==> src/rtl/round_sat_pkg.sv <==
// Shared helpers for the round-and-saturate pipeline: width arithmetic,
// signed clamp limits and the per-beat status record.
package round_sat_pkg;

  // Width of the rounded intermediate: one guard bit above IW-DROP.
  function automatic int rw_of(input int iw, input int drop);
    return iw - drop + 1;
  endfunction

  // Largest signed value representable in ow bits.
  function automatic int smax_of(input int ow);
    return (1 << (ow - 1)) - 1;
  endfunction

  // Smallest signed value representable in ow bits.
  function automatic int smin_of(input int ow);
    return -(1 << (ow - 1));
  endfunction

  // Summary of the beat held in the output stage.
  typedef struct packed {
    logic sat;
    logic valid;
  } beat_status_t;

endpackage

==> src/rtl/round_sat_lane.sv <==
// One channel of round + clamp, purely combinational. The rounding half
// feeds the stage-1 register in the top; the clamp half reads it back.
// Optional: define ROUND_SAT_CONVERGENT_EN for round-half-to-even.
module round_sat_lane
  import round_sat_pkg::*;
#(
  parameter int IW   = 10,
  parameter int OW   = 8,
  parameter int DROP = 1,
  localparam int RW  = rw_of(IW, DROP)
) (
  input  logic [IW-1:0] x,
  output logic [RW-1:0] r,
  input  logic [RW-1:0] r_q,
  output logic [OW-1:0] y,
  output logic          sat
);

  localparam logic signed [RW-1:0] MAXV = RW'(smax_of(OW));
  localparam logic signed [RW-1:0] MINV = RW'(smin_of(OW));

  generate
    if (DROP == 0) begin : g_nodrop
      // No rounding: just sign-extend into the guard bit.
      always_comb r = {x[IW-1], x};
    end else begin : g_drop
      logic signed [IW:0] xe;
      logic signed [IW:0] bias;
      logic signed [IW:0] sum;
      // Add the rounding bias one bit wider than x, then drop the LSBs.
      always_comb begin
        xe = {x[IW-1], x};
`ifdef ROUND_SAT_CONVERGENT_EN
        bias = (IW+1)'((1 << (DROP - 1)) - 1) + (IW+1)'(x[DROP]);
`else
        bias = (IW+1)'(1 << (DROP - 1));
`endif
        sum  = xe + bias;
        r    = sum[IW:DROP];
      end
    end
  endgenerate

  // Clamp the registered rounded value into OW signed bits.
  always_comb begin
    sat = 1'b0;
    y   = r_q[OW-1:0];
    if ($signed(r_q) > MAXV) begin
      sat = 1'b1;
      y   = {1'b0, {(OW-1){1'b1}}};
    end else if ($signed(r_q) < MINV) begin
      sat = 1'b1;
      y   = {1'b1, {(OW-1){1'b0}}};
    end
  end

endmodule

==> src/rtl/round_sat_pipe.sv <==
// Two-stage multi-channel round-and-saturate pipeline with valid/ready
// on both sides, sticky per-channel alarms and a saturating event counter.
// Optional: ROUND_SAT_CONVERGENT_EN selects round-half-to-even in the lanes.
module round_sat_pipe
  import round_sat_pkg::*;
#(
  parameter int CH    = 2,
  parameter int IW    = 10,
  parameter int OW    = 8,
  parameter int DROP  = 1,
  parameter int CNT_W = 16
) (
  input  logic                clk_i,
  input  logic                rst_n_i,
  input  logic [CH*IW-1:0]    x_i,
  input  logic                valid_i,
  output logic                ready_o,
  output logic [CH*OW-1:0]    y_o,
  output logic [CH-1:0]       sat_o,
  output logic                valid_o,
  input  logic                ready_i,
  output logic [CH-1:0]       alarm_o,
  input  logic                alarm_clr_i,
  output logic [CNT_W-1:0]    sat_cnt_o,
  input  logic                cnt_clr_i
);

  localparam int RW = rw_of(IW, DROP);

  logic                s1_valid;
  logic [CH*RW-1:0]    r_d;
  logic [CH*RW-1:0]    r_q;
  logic [CH*OW-1:0]    y_d;
  logic [CH-1:0]       sat_d;
  logic                s1_adv;
  logic                s2_adv;
  logic                out_hs;
  beat_status_t        s2_st;

  for (genvar k = 0; k < CH; k++) begin : g_lane
    round_sat_lane #(
      .IW   (IW),
      .OW   (OW),
      .DROP (DROP)
    ) u_lane (
      .x   (x_i[k*IW +: IW]),
      .r   (r_d[k*RW +: RW]),
      .r_q (r_q[k*RW +: RW]),
      .y   (y_d[k*OW +: OW]),
      .sat (sat_d[k])
    );
  end

  // Advance conditions ripple back from the output; no skid buffer.
  always_comb begin
    s2_adv      = !valid_o || ready_i;
    s1_adv      = !s1_valid || s2_adv;
    ready_o     = s1_adv;
    s2_st.valid = valid_o;
    s2_st.sat   = |sat_o;
    out_hs      = s2_st.valid && ready_i;
  end

  // Stage 1: capture the rounded value of each channel.
  always_ff @(posedge clk_i or negedge rst_n_i) begin
    if (!rst_n_i) begin
      s1_valid <= 1'b0;
      r_q      <= '0;
    end else if (s1_adv) begin
      s1_valid <= valid_i;
      if (valid_i) r_q <= r_d;
    end
  end

  // Stage 2: capture the clamped result; holds while downstream stalls.
  always_ff @(posedge clk_i or negedge rst_n_i) begin
    if (!rst_n_i) begin
      valid_o <= 1'b0;
      y_o     <= '0;
      sat_o   <= '0;
    end else if (s2_adv) begin
      valid_o <= s1_valid;
      if (s1_valid) begin
        y_o   <= y_d;
        sat_o <= sat_d;
      end
    end
  end

  // Sticky alarms: a saturating handshake overrides a concurrent clear.
  always_ff @(posedge clk_i or negedge rst_n_i) begin
    if (!rst_n_i) begin
      alarm_o <= '0;
    end else begin
      alarm_o <= (alarm_clr_i ? '0 : alarm_o) | (out_hs ? sat_o : '0);
    end
  end

  // Saturation event counter: clear wins, sticks at all-ones.
  always_ff @(posedge clk_i or negedge rst_n_i) begin
    if (!rst_n_i) begin
      sat_cnt_o <= '0;
    end else if (cnt_clr_i) begin
      sat_cnt_o <= '0;
    end else if (out_hs && s2_st.sat && (sat_cnt_o != '1)) begin
      sat_cnt_o <= sat_cnt_o + CNT_W'(1);
    end
  end

endmodule

==> config.mk <==
export PLATFORM = sky130hd
export DESIGN_NAME = round_sat_pipe
export DESIGN_NICKNAME = d
export VERILOG_FILES = /design/src/rtl/round_sat_pkg.sv /design/src/rtl/round_sat_lane.sv /design/src/rtl/round_sat_pipe.sv
export SDC_FILE = /design/constraint.sdc
export NUM_CORES = 1
export LEC_CHECK = 0
export BUFFER_PORTS_ARGS = -buffer_cell sky130_fd_sc_hd__buf_2
export CORE_MARGIN = 4
export CORE_UTILIZATION = 55
export DETAILED_ROUTE_END_ITERATION = 6
export HOLD_SLACK_MARGIN = 0.03
export PLACE_DENSITY = 0.79
export SKIP_CTS_REPAIR_TIMING = 1
export SYNTH_ARGS = -nofsm -noshare
export SYNTH_HDL_FRONTEND = slang
export SYNTH_HIERARCHICAL = 1
export SYNTH_SLANG_ARGS = --single-unit
==> constraint.sdc <==
create_clock -name clk_i -period 2.75 [get_ports clk_i]
set_clock_uncertainty 0.2 [all_clocks]
set_input_delay 0.275 -clock clk_i [delete_from_list [all_inputs] [get_ports clk_i]]
set_output_delay 0.275 -clock clk_i [all_outputs]
set_load 0.02 [all_outputs]
== Word-level counts from Yosys, hierarchy flattened ==
Index checks and enable logic that the tools add are counted.
W data, S select, Z words.

* Register bits: 58
* Input port bits: 26
* Output and inout port bits: 38
* Word-level logic and storage cells: 39

* $add $sub $neg: 3
* Magnitude comparators: 4
* Eq/ne operators: 1
* Mux-type cells: 12
* Bitwise operators: 1
* Reduce and logical (&&, ||, !) cells: 11

{| class="wikitable"
|+ Operator list
! operator !! count
|-
| $mux W16 || 2
|-
| $mux W8 || 4
|-
| $add A10 B2 Y11 const B || 2
|-
| $gt A10 B8 Y1 const B || 2
|-
| $lt A10 B8 Y1 const B || 2
|-
| $add A16 B1 Y16 const B || 1
|-
| $ne A16 B16 Y1 const B || 1
|-
| $mux W1 || 4
|-
| $mux W2 || 2
|-
| $reduce_and A2 Y1 || 2
|-
| $logic_and A1 B1 Y1 || 3
|-
| $logic_not A1 Y1 || 2
|-
| $logic_or A1 B1 Y1 || 2
|-
| $or A2 B2 Y2 || 1
|-
| $reduce_bool A2 Y1 || 1
|-
| $reduce_or A2 Y1 || 1
|}

== Logic depth before layout (Yosys ltp) ==
* Depth after elaboration: 5
* Gate-level depth with buffers: 6
* Mapped depth without buffers: 5

== Cells and area by module ==
Netlist, hierarchy kept.

{| class="wikitable"
|+ Modules (own cells, without submodules)
! module !! times used !! cells an instance !! area each (um2)
|-
| round_sat_pipe || 1 || 194 || 2464.9
|-
| round_sat_lane || 2 || 58 || 342.8
|}

== Worst setup path after synthesis ==
Ideal clock, no wire load.

* Path type: register to register
* From: register valid_o
* To: register sat_cnt_o[9]
* Arrival: 1.909 ns
* Required time: 2.472 ns
* Path slack: 0.563 ns
* Stages on the path, launching flop included: 6
* Path buffers: 1
* Clock period less this slack: 2.187 ns
* Cells stage by stage: dfrtp_1 -> o211ai_2 -> or4_1 -> buf_2 -> or4_1 -> a21oi_1

* Cells in the longest elaborated chain, start to end: 4

{| class="wikitable"
|+ Ends and longest elaborated chain
! what !! line !! source
|-
| start: declaration || round_sat_pipe.sv:20 || <nowiki>output logic valid_o,</nowiki>
|-
| start signal: assignment || round_sat_pipe.sv:82 || <nowiki>valid_o <= s1_valid;</nowiki>
|-
| $logic_and A1 B1 Y1 || round_sat_pipe.sv:61 || <nowiki>out_hs = s2_st.valid && ready_i;</nowiki>
|-
| $logic_and A1 B1 Y1 (2 in a row) || round_sat_pipe.sv:105 || <nowiki>end else if (out_hs && s2_st.sat && (sat_cnt_o != '1)) begin</nowiki>
|-
| $reduce_bool A2 Y1 (no line) || -- ||
|-
| end signal: assignment || round_sat_pipe.sv:106 || <nowiki>sat_cnt_o <= sat_cnt_o + CNT_W'(1);</nowiki>
|-
| end: declaration || round_sat_pipe.sv:24 || <nowiki>output logic [CNT_W-1:0] sat_cnt_o,</nowiki>
|}

Every way passes these cells.
A chain may end at the register's enable or synchronous reset.

== Worst setup path in the final report ==
Same ends and word-level chain as after synthesis.

==> flow_summary.ini <==
[yosys]
ys_warn_count = 6
synth_nets = 339
synth_edf_count = 0
ys_types = 38
syn-cell-area_sq_um = 3151
yosysSeqAreaShare_pct = 46.07
synth-seq-cells = 58
async_flop_share_pct = 100.0
avgSynthCellArea_sq_um = 10.16
ys.flop_type = dfrtp_1
syn_inst = 310

[sta]
setup_viol = 0
postLayoutSetupSlackWorst_ns = 0.3829
rsz0062_at_grt = false
slew-limit-headroom_pct = 42.89
min_period_over_period_pct = 86.08
maxSlewViolCount = 0
setup_tns_ns = 0
max_freq_mhz = 422.5
tightest_slew_ns = 0.8567
period_needed_ns = 2.367
hold_viol = 0

[worst_hold_path]
min_path_cells = 3
hold_class = input pin to flip-flop

[global_routing]
grt_max_degree = 39
antenna_found_initial = 0
top_usage_layer = met2
grt_usage_pct = 19.42
grt_overflow = 0
grt_pass1_vias = 2431
grt_use_met3_pct = 5.528
use_met2_pct = 31.16
grt_pass1_wl_um = 11130
use_met1_pct = 25.16

[floorplanning]
io_pins = 64
core_sq_um = 5540
die_y_um = 83.69
start_util_pct = 56.87
rows = 27
die-area_sq_um = 7003
die_w_um = 83.69

[worst_setup_path]
reg2reg_depth = 4
worstPathCellList = o211ai_2 -> or4_1 -> or4_1 -> a21oi_1
cp_common_cell = or4_1
worst_path_max_delay_cell = or4_1
cp.arrival_ns = 2.41
required_ns = 2.80
path_max_fanout = 12
path_class = flip-flop to flip-flop
worst_setup_path_start_kind = flip-flop
cp-end-kind = flip-flop
slowest_delay_ns = 0.70

[detailed_routing]
wl_per_cell_um = 14.93
wl_um = 6735
drc = 0
drt_iter0_markers = 109
ant_nets = 0
avgViaCountPerCell = 5.599
vias = 2525
drtPass1Iterations = 4

[placement]
dp_hpwl_um = 4907
place_area_sq_um = 3516
dp.cells = 432
port_buffers = 63
globalplace.congestion = 0.8399
pre_cts_ws_ns = 0.4159

[pwr]
powerDensity_nw_per_um2 = 660.2
power_mw = 2.449
ir_worst_vdd_mv = 0.3977
p_leak_nw = 1.631

[final_layout]
syn_to_final_growth_pct = 17.75
fillers = 462
instances_no_fill = 451
antenna_cells = 0
layout-drive-gt1-share_pct = 33.77
nets = 403
fin_area_sq_um = 3710

[clock_network]
clk_path_buf_depth = 2
clk_pin_slew_ns = 0.06
htree_levels = 3
cts-root-buf = clkbuf_8
cts_tree = yes
cts_made_buffers = 9
clock-sinks = 58
clk-insertion-delay-late_ns = 0.33

[status]
status = completed

[job]
cap_violations = 0
report_power, final:
group | switching, mW | internal [mW] | total, mW
registers | 0.144 | 1.01 | 1.15
clock network | 0.329 | 0.348 | 0.677
logic | 0.340 | 0.282 | 0.622
total | 0.813 | 1.64 | 2.45
flip-flops by register name, indices dropped and copies added (netlist names):
name and flops:
sat_o 2, y_o 16, valid_o 1, r_q 20
alarm_o 2, sat_cnt_o 16, s1_valid 1
cells in the final DEF, fill, tap and decap left out, types with 4 or more instances in the layout:
cell / instances
inv_1: 5
dfrtp_1: 58
xnor2_1: 12
o21ai_0: 4
o31ai_1: 6
or4_1: 8
xor2_1: 5
nor2_1: 23
o2bb2ai_1: 14
nand2_1: 40
buf_4: 5
nand4_1: 9
buf_2: 63
clkbuf_8: 10
nand3_1: 15
nor3_1: 4
a21oi_1: 12
mux2_2: 38
critical path: cells and delay by family (launching register included):
family           cells  cell delay (ns)
AO/OA/AOI/OAI        2             0.41
flip-flops           1             0.46
AND/OR/NAND/NOR      2             1.21
metrics by stage:
stage                     utilization (%)  hold WS (ns)
after floorplan                         -       -0.2206
after global placement              63.46        0.2266
after detailed placement            63.46        0.2331
after CTS                           66.42       -0.1272
after global routing                66.96        0.1152
final                               66.96       0.09254
cell type report:
cell class | instances | area, sq um | share of cell area, %
clock buffer | 13 | 148.9 | 4.013
inverter | 5 | 18.77 | 0.5059
sequential | 58 | 1451 | 39.12
timing repair buffer | 71 | 382.9 | 10.32
multi-input combinational | 229 | 1603 | 43.20
clock inverter | 3 | 15.01 | 0.4047
tap | 72 | 90.09 | 2.428
final timing paths:
path | start | slack, ns | endpoint
worst max-delay path | valid_o$_DFFE_PN0P_ | 0.38 | sat_cnt_o[9]$_DFFE_PN0P_
worst min-delay path | ready_i | 0.09 | alarm_o[1]$_DFF_PN0_
worst max register to register | valid_o$_DFFE_PN0P_ | 0.38 | sat_cnt_o[9]$_DFFE_PN0P_
worst min register to register | y_o[3]$_DFFE_PN0P_ | 0.30 | y_o[3]$_DFFE_PN0P_
max in group asynchronous | rst_n_i | 1.27 | r_q[17]$_DFFE_PN0P_
min in group asynchronous | rst_n_i | 0.38 | sat_cnt_o[4]$_DFFE_PN0P_
cells by family (layout without fill, tap and decap cells):
| kind of cell | Yosys count | after routing | share of synthesized area [%] |
|---|---|---|---|
| mux | 41 | 41 | 14.65 |
| compound gates | 44 | 44 | 9.809 |
| flops | 58 | 58 | 46.07 |
| simple gates | 124 | 124 | 20.49 |
| xor+xnor | 17 | 17 | 4.726 |
| fa+ha+maj | 3 | 3 | 1.192 |
| buf+inv | 23 | 92 | 3.058 |
layer usage:
metal  wire length [um]  vias up
met5                  0        -
met4                 82        0
met3                489        9
met2               3109       75
met1               3053     1194
li1                   -     1247
synth_stat cells (3+ instances only):
cell | n | area [sq um]
a21oi_1 | 12 | 60.06
and3_1 | 3 | 18.77
buf_2 | 8 | 40.04
clkbuf_1 | 9 | 33.78
dfrtp_1 | 58 | 1451
ha_1 | 3 | 37.54
inv_1 | 5 | 18.77
mux2_1 | 3 | 33.78
mux2_2 | 38 | 427.9
nand2_1 | 40 | 150.1
nand3_1 | 15 | 75.07
nand4_1 | 9 | 56.30
nor2_1 | 23 | 86.33
nor3_1 | 4 | 20.02
nor4_2 | 3 | 37.54
o21ai_0 | 4 | 20.02
o21ai_1 | 3 | 15.01
o2bb2ai_1 | 14 | 122.6
o31ai_1 | 6 | 45.04
or3_1 | 3 | 18.77
or4_1 | 8 | 60.06
xnor2_1 | 12 | 105.1
xor2_1 | 5 | 43.79
(Power assumes the default switching activity.)
